**src/rtl/conv_window_gen_pkg.sv**
```systemverilog
// conv_window_gen shared types and constants.
// Default widths, tap count, FSM states.
package conv_pkg;

  localparam int PIX_W_DEF = 8;
  localparam int KER_W_DEF = 4;
  localparam int NTAP      = 9;

  typedef enum logic [1:0] {
    IDLE   = 2'd0,
    PRIME  = 2'd1,
    STREAM = 2'd2
  } state_t;

  // msb of tap k (1..NTAP) in a packed kernel word
  function automatic int tap_hi(input int k, input int w);
    return k * w - 1;
  endfunction

endpackage

```
**src/rtl/conv_window_gen_if.sv**
```systemverilog
// Pixel-in / window-out bundle of conv_window_gen.
// master = stream source and window sink, slave = the generator.
interface conv_window_gen_if
  import conv_pkg::*;
#(
  parameter int PIX_W = PIX_W_DEF,
  parameter int KER_W = KER_W_DEF
) ();

  logic                    i_valid;
  logic [PIX_W-1:0]        i_pix;
  logic                    i_sof;
  logic                    o_ready;
  logic                    i_inhibit;
  logic                    i_ker_load;
  logic [NTAP*KER_W-1:0]   i_ker;
  logic                    o_valid;
  logic                    o_last;
  logic [PIX_W-1:0]        o_im1, o_im2, o_im3;
  logic [PIX_W-1:0]        o_im4, o_im5, o_im6;
  logic [PIX_W-1:0]        o_im7, o_im8, o_im9;
  logic [KER_W-1:0]        o_ker1, o_ker2, o_ker3;
  logic [KER_W-1:0]        o_ker4, o_ker5, o_ker6;
  logic [KER_W-1:0]        o_ker7, o_ker8, o_ker9;

  modport master (
    output i_valid, i_pix, i_sof, i_inhibit,
    output i_ker_load, i_ker,
    input  o_ready, o_valid, o_last,
    input  o_im1, o_im2, o_im3, o_im4, o_im5,
    input  o_im6, o_im7, o_im8, o_im9,
    input  o_ker1, o_ker2, o_ker3, o_ker4, o_ker5,
    input  o_ker6, o_ker7, o_ker8, o_ker9
  );

  modport slave (
    input  i_valid, i_pix, i_sof, i_inhibit,
    input  i_ker_load, i_ker,
    output o_ready, o_valid, o_last,
    output o_im1, o_im2, o_im3, o_im4, o_im5,
    output o_im6, o_im7, o_im8, o_im9,
    output o_ker1, o_ker2, o_ker3, o_ker4, o_ker5,
    output o_ker6, o_ker7, o_ker8, o_ker9
  );

endinterface

```
**src/rtl/conv_window_gen_line_buffer.sv**
```systemverilog
// One image row of delay: shift-enable register FIFO.
// dout is the word pushed DEPTH accepted shifts ago.
module line_buffer #(
  parameter int DEPTH = 128,
  parameter int WIDTH = 8
) (
  input  logic             clk,
  input  logic             en,
  input  logic [WIDTH-1:0] din,
  output logic [WIDTH-1:0] dout
);

  logic [DEPTH-1:0][WIDTH-1:0] mem;

  // contents are refilled before use, so no reset
  always_ff @(posedge clk) begin
    if (en) mem <= {mem[DEPTH-2:0], din};
  end

  assign dout = mem[DEPTH-1];

endmodule

```
**src/rtl/conv_window_gen.sv**
```systemverilog
// Streaming 3x3 window generator feeding mac.
// Two row delays, three column shifters, kernel latch.
module conv_window_gen
  import conv_pkg::*;
#(
  parameter int IMG_W = 128,
  parameter int IMG_H = 128,
  parameter int PIX_W = PIX_W_DEF,
  parameter int KER_W = KER_W_DEF
) (
  input  logic clk,
  input  logic i_rst,
  conv_window_gen_if.slave bus
);

  localparam int CW = $clog2(IMG_W);
  localparam int RW = $clog2(IMG_H);
  localparam logic [CW-1:0] COL_MAX = CW'(IMG_W - 1);
  localparam logic [RW-1:0] ROW_MAX = RW'(IMG_H - 1);

  logic                  acc;
  logic [CW-1:0]         col_q, col_n;
  logic [RW-1:0]         row_q, row_n;
  state_t                state_q, state_n;
  logic                  valid_d, last_d;
  logic                  valid_q, last_q;
  logic [PIX_W-1:0]      lb0_q, lb1_q;
  logic [2:0][PIX_W-1:0] w_top, w_mid, w_bot;
  logic [NTAP*KER_W-1:0] ker_q;

  assign bus.o_ready = ~bus.i_inhibit & ~i_rst;
  assign acc = bus.i_valid & bus.o_ready;

  line_buffer #(.DEPTH(IMG_W), .WIDTH(PIX_W)) u_lb0 (
    .clk  (clk),
    .en   (acc),
    .din  (bus.i_pix),
    .dout (lb0_q)
  );

  line_buffer #(.DEPTH(IMG_W), .WIDTH(PIX_W)) u_lb1 (
    .clk  (clk),
    .en   (acc),
    .din  (lb0_q),
    .dout (lb1_q)
  );

  // raster position after the pixel being accepted
  always_comb begin
    col_n = col_q;
    row_n = row_q;
    if (bus.i_sof) begin
      col_n = CW'(1);
      row_n = '0;
    end else if (col_q == COL_MAX) begin
      col_n = '0;
      row_n = (row_q == ROW_MAX) ? '0 : row_q + RW'(1);
    end else begin
      col_n = col_q + CW'(1);
    end
  end

  // next state and window flags; a sof pixel is (0,0)
  always_comb begin
    state_n = state_q;
    valid_d = 1'b0;
    last_d  = 1'b0;
    unique case (state_q)
      IDLE: begin
        if (acc) state_n = PRIME;
      end
      PRIME: begin
        if (acc && row_n >= RW'(2)) state_n = STREAM;
      end
      STREAM: begin
        if (acc && row_n < RW'(2)) state_n = PRIME;
        valid_d = acc & ~bus.i_sof & (col_q >= CW'(2));
        last_d  = valid_d & (row_q == ROW_MAX)
                & (col_q == COL_MAX);
      end
      default: state_n = IDLE;
    endcase
  end

  // position counters and FSM state advance on accept
  always_ff @(posedge clk or posedge i_rst) begin
    if (i_rst) begin
      col_q   <= '0;
      row_q   <= '0;
      state_q <= IDLE;
    end else if (acc) begin
      col_q   <= col_n;
      row_q   <= row_n;
      state_q <= state_n;
    end
  end

  // output strobes live for exactly one cycle
  always_ff @(posedge clk or posedge i_rst) begin
    if (i_rst) begin
      valid_q <= 1'b0;
      last_q  <= 1'b0;
    end else begin
      valid_q <= valid_d;
      last_q  <= last_d;
    end
  end

  // column shifters; index 0 is column c
  always_ff @(posedge clk or posedge i_rst) begin
    if (i_rst) begin
      w_top <= '0;
      w_mid <= '0;
      w_bot <= '0;
    end else if (acc) begin
      w_top <= {w_top[1:0], lb1_q};
      w_mid <= {w_mid[1:0], lb0_q};
      w_bot <= {w_bot[1:0], bus.i_pix};
    end
  end

  // kernel latch ignores the stall
  always_ff @(posedge clk or posedge i_rst) begin
    if (i_rst) ker_q <= '0;
    else if (bus.i_ker_load) ker_q <= bus.i_ker;
  end

  assign bus.o_valid = valid_q;
  assign bus.o_last  = last_q;

  assign bus.o_im1 = w_top[2];
  assign bus.o_im2 = w_top[1];
  assign bus.o_im3 = w_top[0];
  assign bus.o_im4 = w_mid[2];
  assign bus.o_im5 = w_mid[1];
  assign bus.o_im6 = w_mid[0];
  assign bus.o_im7 = w_bot[2];
  assign bus.o_im8 = w_bot[1];
  assign bus.o_im9 = w_bot[0];

  assign bus.o_ker1 = ker_q[tap_hi(1, KER_W) -: KER_W];
  assign bus.o_ker2 = ker_q[tap_hi(2, KER_W) -: KER_W];
  assign bus.o_ker3 = ker_q[tap_hi(3, KER_W) -: KER_W];
  assign bus.o_ker4 = ker_q[tap_hi(4, KER_W) -: KER_W];
  assign bus.o_ker5 = ker_q[tap_hi(5, KER_W) -: KER_W];
  assign bus.o_ker6 = ker_q[tap_hi(6, KER_W) -: KER_W];
  assign bus.o_ker7 = ker_q[tap_hi(7, KER_W) -: KER_W];
  assign bus.o_ker8 = ker_q[tap_hi(8, KER_W) -: KER_W];
  assign bus.o_ker9 = ker_q[tap_hi(9, KER_W) -: KER_W];

endmodule

```
**src/flat_wrapper.sv**
```systemverilog
// flat-port wrapper written by rule: the top's interface ports become plain ports
module conv_window_gen_flat import conv_pkg::*;
#(
  parameter int IMG_W = 128,
  parameter int IMG_H = 128,
  parameter int PIX_W = PIX_W_DEF,
  parameter int KER_W = KER_W_DEF
)
  (clk, i_rst, bus_i_valid, bus_i_pix, bus_i_sof, bus_i_inhibit, bus_i_ker_load, bus_i_ker, bus_o_ready, bus_o_valid, bus_o_last, bus_o_im1, bus_o_im2, bus_o_im3, bus_o_im4, bus_o_im5, bus_o_im6, bus_o_im7, bus_o_im8, bus_o_im9, bus_o_ker1, bus_o_ker2, bus_o_ker3, bus_o_ker4, bus_o_ker5, bus_o_ker6, bus_o_ker7, bus_o_ker8, bus_o_ker9);
  conv_window_gen_if #(.PIX_W(PIX_W), .KER_W(KER_W)) bus_i ();
  input  logic clk;
  input  logic i_rst;
  input wire logic [$bits(bus_i.i_valid)-1:0] bus_i_valid;
  input wire logic [$bits(bus_i.i_pix)-1:0] bus_i_pix;
  input wire logic [$bits(bus_i.i_sof)-1:0] bus_i_sof;
  input wire logic [$bits(bus_i.i_inhibit)-1:0] bus_i_inhibit;
  input wire logic [$bits(bus_i.i_ker_load)-1:0] bus_i_ker_load;
  input wire logic [$bits(bus_i.i_ker)-1:0] bus_i_ker;
  output wire logic [$bits(bus_i.o_ready)-1:0] bus_o_ready;
  output wire logic [$bits(bus_i.o_valid)-1:0] bus_o_valid;
  output wire logic [$bits(bus_i.o_last)-1:0] bus_o_last;
  output wire logic [$bits(bus_i.o_im1)-1:0] bus_o_im1;
  output wire logic [$bits(bus_i.o_im2)-1:0] bus_o_im2;
  output wire logic [$bits(bus_i.o_im3)-1:0] bus_o_im3;
  output wire logic [$bits(bus_i.o_im4)-1:0] bus_o_im4;
  output wire logic [$bits(bus_i.o_im5)-1:0] bus_o_im5;
  output wire logic [$bits(bus_i.o_im6)-1:0] bus_o_im6;
  output wire logic [$bits(bus_i.o_im7)-1:0] bus_o_im7;
  output wire logic [$bits(bus_i.o_im8)-1:0] bus_o_im8;
  output wire logic [$bits(bus_i.o_im9)-1:0] bus_o_im9;
  output wire logic [$bits(bus_i.o_ker1)-1:0] bus_o_ker1;
  output wire logic [$bits(bus_i.o_ker2)-1:0] bus_o_ker2;
  output wire logic [$bits(bus_i.o_ker3)-1:0] bus_o_ker3;
  output wire logic [$bits(bus_i.o_ker4)-1:0] bus_o_ker4;
  output wire logic [$bits(bus_i.o_ker5)-1:0] bus_o_ker5;
  output wire logic [$bits(bus_i.o_ker6)-1:0] bus_o_ker6;
  output wire logic [$bits(bus_i.o_ker7)-1:0] bus_o_ker7;
  output wire logic [$bits(bus_i.o_ker8)-1:0] bus_o_ker8;
  output wire logic [$bits(bus_i.o_ker9)-1:0] bus_o_ker9;
  assign bus_i.i_valid = bus_i_valid;
  assign bus_i.i_pix = bus_i_pix;
  assign bus_i.i_sof = bus_i_sof;
  assign bus_i.i_inhibit = bus_i_inhibit;
  assign bus_i.i_ker_load = bus_i_ker_load;
  assign bus_i.i_ker = bus_i_ker;
  assign bus_o_ready = bus_i.o_ready;
  assign bus_o_valid = bus_i.o_valid;
  assign bus_o_last = bus_i.o_last;
  assign bus_o_im1 = bus_i.o_im1;
  assign bus_o_im2 = bus_i.o_im2;
  assign bus_o_im3 = bus_i.o_im3;
  assign bus_o_im4 = bus_i.o_im4;
  assign bus_o_im5 = bus_i.o_im5;
  assign bus_o_im6 = bus_i.o_im6;
  assign bus_o_im7 = bus_i.o_im7;
  assign bus_o_im8 = bus_i.o_im8;
  assign bus_o_im9 = bus_i.o_im9;
  assign bus_o_ker1 = bus_i.o_ker1;
  assign bus_o_ker2 = bus_i.o_ker2;
  assign bus_o_ker3 = bus_i.o_ker3;
  assign bus_o_ker4 = bus_i.o_ker4;
  assign bus_o_ker5 = bus_i.o_ker5;
  assign bus_o_ker6 = bus_i.o_ker6;
  assign bus_o_ker7 = bus_i.o_ker7;
  assign bus_o_ker8 = bus_i.o_ker8;
  assign bus_o_ker9 = bus_i.o_ker9;
  conv_window_gen #(.IMG_W(IMG_W), .IMG_H(IMG_H), .PIX_W(PIX_W), .KER_W(KER_W)) u_core (.clk(clk), .i_rst(i_rst), .bus(bus_i));
endmodule
```
**config.mk**
```make
export PLATFORM = sky130hd
export DESIGN_NAME = conv_window_gen_flat
export DESIGN_NICKNAME = d
export VERILOG_FILES = /design/src/rtl/conv_window_gen_pkg.sv /design/src/rtl/conv_window_gen_if.sv /design/src/rtl/conv_window_gen_line_buffer.sv /design/src/rtl/conv_window_gen.sv /design/src/flat_wrapper.sv
export SDC_FILE = /design/constraint.sdc
export NUM_CORES = 1
export LEC_CHECK = 0
export ABC_AREA = 1
export ABC_CLOCK_PERIOD_IN_PS = 6340
export CORE_ASPECT_RATIO = 0.8
export CORE_MARGIN = 2
export CORE_UTILIZATION = 51
export CTS_BUF_LIST = sky130_fd_sc_hd__clkbuf_2
export DETAILED_ROUTE_END_ITERATION = 8
export PLACE_DENSITY_LB_ADDON = 0.08
export SKIP_CTS_REPAIR_TIMING = 1
export SYNTH_ARGS = -nofsm -noshare
export SYNTH_HDL_FRONTEND = slang
export SYNTH_SLANG_ARGS = --single-unit
```
**constraint.sdc**
```tcl
create_clock -name clk -period 6.34 [get_ports clk]
set_clock_uncertainty 0.2 [all_clocks]
set_input_delay 1.268 -clock clk [delete_from_list [all_inputs] [get_ports clk]]
set_output_delay 1.268 -clock clk [all_outputs]
set_load 0.05 [all_outputs]
```
# Yosys cells after proc, flatten, opt, wreduce, memory -nomap -nowiden
# Cells that the tools add are included.
[totals]
ff_bits = 2174
inputBits = 50
output_inout_bits = 111
wordCells = 305
[classes]
addsub = 2
eq_ne = 6
n_lt_le_gt_ge = 3
bitwise_logic = 9
n_mux = 10
reduce_logical = 4
[ops]
columns = ["op", "count"]
rows = [
  ["7-bit 2-to-1 mux", 5],
  ["7-bit by 1-bit adder with 7-bit output (second input constant)", 2],
  ["7-bit == test (second input constant)", 2],
  ["7-bit by 2-bit >= comparator with 1-bit output (second input constant)", 2],
  ["7-bit by 2-bit less-than comparator with 1-bit output (second input constant)", 1],
  ["1-bit AND", 6],
  ["2-bit one-hot mux with 3 select lines", 1],
  ["2-bit 2-to-1 mux", 2],
  ["2-bit by 1-bit inequality test with 1-bit output (second input constant)", 2],
  ["1-bit NOT", 3],
  ["3-bit AND reduction", 1],
  ["2-bit by 1-bit == test with 1-bit output (second input constant)", 1],
  ["2-bit == test (second input constant)", 1],
  ["1-bit logical AND", 2],
  ["2-bit zero test", 1],
  ["1-bit 2-to-1 mux", 2],
]

# Logic depth before layout (Yosys ltp)
[logic_depth]
ltp_word = 8
mapped_depth = 14
depth_no_buf = 14

# Cells and area by module
# Synthesis repeated with hierarchy kept, for this count alone.
[hier_totals]
cells_unflattened = 2592
hier_area_um2 = 66762.8
[by_module_without_submodules]
columns = ["module", "n_inst", "cells_each", "area_each_um2"]
rows = [
  ["line_buffer", 2, 1032, 30809.5],
  ["conv_window_gen", 1, 528, 5143.7],
]

# Least setup slack after synthesis
# OpenSTA, ideal clock, no wires.
[synth_path]
path_type = "input to register"
from = "in i_rst"
to = "reg u_core.u_lb0.mem, in the netlist u_core.u_lb0.dout[0] (enable)"
t_arrival_ns = 57.889
cell_stages = 5
slack_ns = -54.978
path_cell_list = "nor2_1 > nand2_1 > inv_1 > buf_6 > clkbuf_1"
[synth_between]
elab_chain_len = 3
[synth_rtl]
columns = ["element", "line", "rtl"]
rows = [
  ["start, declared", "flat_wrapper.sv:12", "input logic i_rst;"],
  ["1-bit NOT", "conv_window_gen.sv:31", "assign bus.o_ready = ~bus.i_inhibit & ~i_rst;"],
  ["1-bit AND", "conv_window_gen.sv:31", ""],
  ["1-bit AND", "conv_window_gen.sv:32", "assign acc = bus.i_valid & bus.o_ready;"],
  ["via u_core.acc", "conv_window_gen.sv:21", "logic acc;"],
  ["end signal, assigned", "conv_window_gen_line_buffer.sv:17", "if (en) mem <= {mem[DEPTH-2:0], din};"],
  ["end, declared", "conv_window_gen_line_buffer.sv:13", "logic [DEPTH-1:0][WIDTH-1:0] mem;"],
]
# The timed path passes the listed nets, and every way through them passes these cells.
# A chain may end at the register's enable or synchronous reset.

# Worst setup path after layout
[layout_path]
from = "in i_rst"
to = "out bus_o_ready"
[layout_between]
elab_chain_len = 2
[layout_rtl]
columns = ["element", "line", "rtl"]
rows = [
  ["1-bit NOT", "conv_window_gen.sv:31", ""],
  ["1-bit AND", "conv_window_gen.sv:31", ""],
  ["end, declared", "flat_wrapper.sv:19", "output wire logic [$bits(bus_i.o_ready)-1:0] bus_o_ready;"],
]
# Every way passes these cells.

==> results.toml <==
[placed_design]
routabilityCongestion = 0.717
dpl_cell_area_mm2 = 0.0709
place_hpwl_mm = 37.7
port_buffers = 160

[yosys]
synth-edff-count = 2048
ys_ff_latch = 2174
yosys.area_share.adder = 0.000563
yosysWarnings = 0
yosysMostFrequentCell = "edfxtp_1"
async_flop_share = 0.0580
yosys-mux-area-fraction = 0.00608
ys_types = 34
yosys-top-cells-area = "edfxtp_1 92%, dfrtp_1 4.7%, nand2_1 0.88%, mux2_2 0.61%, o21ai_0 0.41%"
syn-mean-instance-area_um2 = 26.1
syn_nets = 2608
synthSimpleGateAreaFrac = 0.0131
synth_compound_area_frac = 0.00569
yosysTopAreaCell = "edfxtp_1"
synth_ff_type = "edfxtp_1"
ys_seq_area_frac = 0.970
netlist.area_leader.share = 0.923
synth_common_cells = "2048 x edfxtp_1, 157 x nand2_1, 126 x dfrtp_1"
synth_xor_area_frac = 0.000526
synthCells = 2555
synth_top_family_by_area = "simple AND/OR/NAND/NOR gates"
synth_area_mm2 = 0.0667

[critical_path]
cpPeakStageDelay_ns = 0.82
worst_path_max_delay_cell = "clkdlybuf4s50_1"
crit_arrival_ns = 3.35
critPathRequiredTime_ns = 4.87
worstPathMaxFanout = 2
worstSetupEndpointType = "primary output"
critical_path.startpoint_type = "input port"
crit_type = "in -> out"
crit_top_cell = "clkdlybuf4s50_1"
crit_chain = "dlygate4sd3_1 -> clkdlybuf4s50_1 -> nor2_4 -> clkdlybuf4s50_1"

[global_route]
grt_use_total = 0.129
grt_first_pass_wirelength_mm = 138
grt_pass1_vias = 25800
grt_max_degree = 129
grt-ovfl-total = 0
grt_antenna_before_repair = 2

[floorplan]
initial_core_util = 0.515
die_area_mm2 = 0.134
die_h_um = 327
std_cell_rows = 118
dieWidth_um = 408
top_level_ports = 161
core-area_mm2 = 0.129

[drt]
ant_nets = 0
highest_layer = "met4"
dr_wl_met2_mm = 35.4
num_vias = 25600
detail_route.first_pass.iterations = 5
wl_per_cell_um = 16.1
wl_mm = 87.4
drt_drc_violations_left = 0
dr_wl_met3_mm = 5.00
drt_iter0_drc = 2038
via_per_inst = 4.72
met1_length_mm = 45.3

[pwr]
p_seq_frac = 0.631
switchingPower_mw = 6.03
power.density_mw_per_mm2 = 340
totalPowerFinal_mw = 25.8
combPwrFrac = 0.043
switching_share = 0.234
peakVddDrop_v = 0.000198
pwr-share-clk = 0.326
intPower_mw = 19.8
p_leak_nw = 25.8

[cts]
cts_tree = "done"
cts_sinks = 2174
cts_root_buffer = "clkbuf_2"
cts_buffers = 494
h-tree-depth = 5
cts_buffer_depth = 4
clkSlewWorstSetupHoldPaths_ns = 0.10
clk_latency_ns = 1.68

[sta]
period_minus_slack_ns = 4.82
rsz0062_at_grt = "false"
timing.final.crit_share = 0.760
finalHoldViolCount = 0
finalMaxSlewViolations = 0
slew_headroom = 0.174
setup_viol = 0
worst_pin_slew_ns = 1.24
totalNegativeSetupSlack_ns = 0
max_freq_mhz = 208

[layout]
final_area_mm2 = 0.0758
final_nets = 3337
drive_gt1_frac = 0.242
post-route-util = 0.585
nFillCells = 9557
area_growth_syn_to_layout_pct = 13.7

[status]
status = "complete, no violations"

[hold_path]
hold_class = "reg -> reg"

[run]
cap_viol_max_count = 0
[registers in the layout, indices dropped and copies added (netlist names), 2 cells and up]
signal             count
u_core.bus.o_im2       8
u_core.bus.o_im6       8
u_core.bus.o_im5       8
u_core.bus.o_im4       8
u_core.row_q           7
u_core.u_lb1.dout      8
u_core.u_lb0.mem    1016
u_core.bus.o_im1       8
u_core.bus.o_im3       8
u_core.u_lb0.dout      8
u_core.bus.o_im8       8
u_core.bus.o_im9       8
u_core.ker_q          36
u_core.col_q           7
u_core.bus.o_im7       8
u_core.u_lb1.mem    1016
u_core.state_q         2
[layout by cell type (no fill, tap or decap), drive strengths merged]
master         synthesis  layout
a211oi                 1       1
mux2                  36      36
xor2                   2       2
clkinv                 0     110
edfxtp              2048    2048
inv                   44      47
nand4                  4       4
dfrtp                126     126
o21ai                 57      57
nor2                  14      14
o22ai                  5       5
bufinv                 0       5
xnor2                  2       2
nand2                165     165
a21oi                  6       6
ha                     3       3
nand3                 12      12
clkinvlp               0       3
clkdlybuf4s50          0     160
dlygate4sd3            0      44
diode                  0       8
nor4                   2       2
nand3b                 1       1
clkbuf                17     757
a31oi                  1       1
nor3                   3       3
buf                    6      52
[worst max-delay path: cells and delay by family]
| family | cells | cell delay (ns) |
|---|---|---|
| and+or+nand+nor | 1 | 0.17 |
| buffers and inverters | 3 | 1.90 |
[metrics by stage]
step / instances / setup slack (ns) / hold WS [ns]
floorplan: 2555 / -1.23 / 0.200
global placement: 4484 / 2.09 / 0.201
detailed placement: 4484 / 2.09 / 0.205
CTS: 5362 / 1.32 / -0.342
global route: 5410 / 1.26 / -0.0146
finish: 5414 / 1.52 / 0.160
[cell families after synthesis]
family	after synthesis
XOR/XNOR	4
AND/OR/NAND/NOR	201
buffers and inverters	67
adder cells (fa/ha/maj)	3
AO/OA/AOI/OAI	70
flip-flops	2174
multiplexers	36
[layout make-up]
| cell class | instances | area, um^2 | area share |
|---|---|---|---|
| diodes | 8 | 20.0 | 0.000264 |
| flip-flops and latches | 2174 | 64700 | 0.853 |
| clock buffers | 757 | 3790 | 0.0500 |
| inverters | 44 | 178 | 0.00234 |
| clock inverters | 121 | 608 | 0.00802 |
| well taps | 1740 | 2180 | 0.0287 |
| repair buffers | 256 | 2620 | 0.0346 |
| multi-input cells | 314 | 1750 | 0.0230 |
[power groups by stage]
stage / Combinational [mW] / Sequential [mW] / Clock, mW
after CTS: 1.11 / 16.3 / 8.93
after global placement: 1.09 / 16.6 / 0
final: 1.12 / 16.3 / 8.40
after floorplan: 0.297 / 17.0 / 0
after detailed placement: 1.11 / 16.6 / 0
after global routing: 1.20 / 16.3 / 9.68
[metal layers]
metal / global-route usage / vias to the layer above
li1: - / 11800
met1: 0.202 / 12900
met2: 0.159 / 622
met3: 0.0450 / 174
met4: 0.0649 / 0
met5: 0 / -
[worst paths after layout]
| path | startpoint | end | slack, ns | cells past startpoint |
|---|---|---|---|---|
| setup / recovery | i_rst | bus_o_ready | 1.52 | 4 |
| hold / removal | u_core.u_lb1.mem[950] | u_core.u_lb1.mem[958] | 0.16 | 0 |
| setup reg to reg | u_core.col_q[1] | u_core.state_q[1] | 4.13 | 14 |
| hold reg to reg | u_core.u_lb1.mem[950] | u_core.u_lb1.mem[958] | 0.16 | 0 |
| max in group asynchronous | i_rst | u_core.bus.o_im7[1] | 4.24 | 4 |
| min in group asynchronous | i_rst | u_core.bus.o_im3[0] | 0.54 | 3 |
Power figures use the tool's default switching activity.
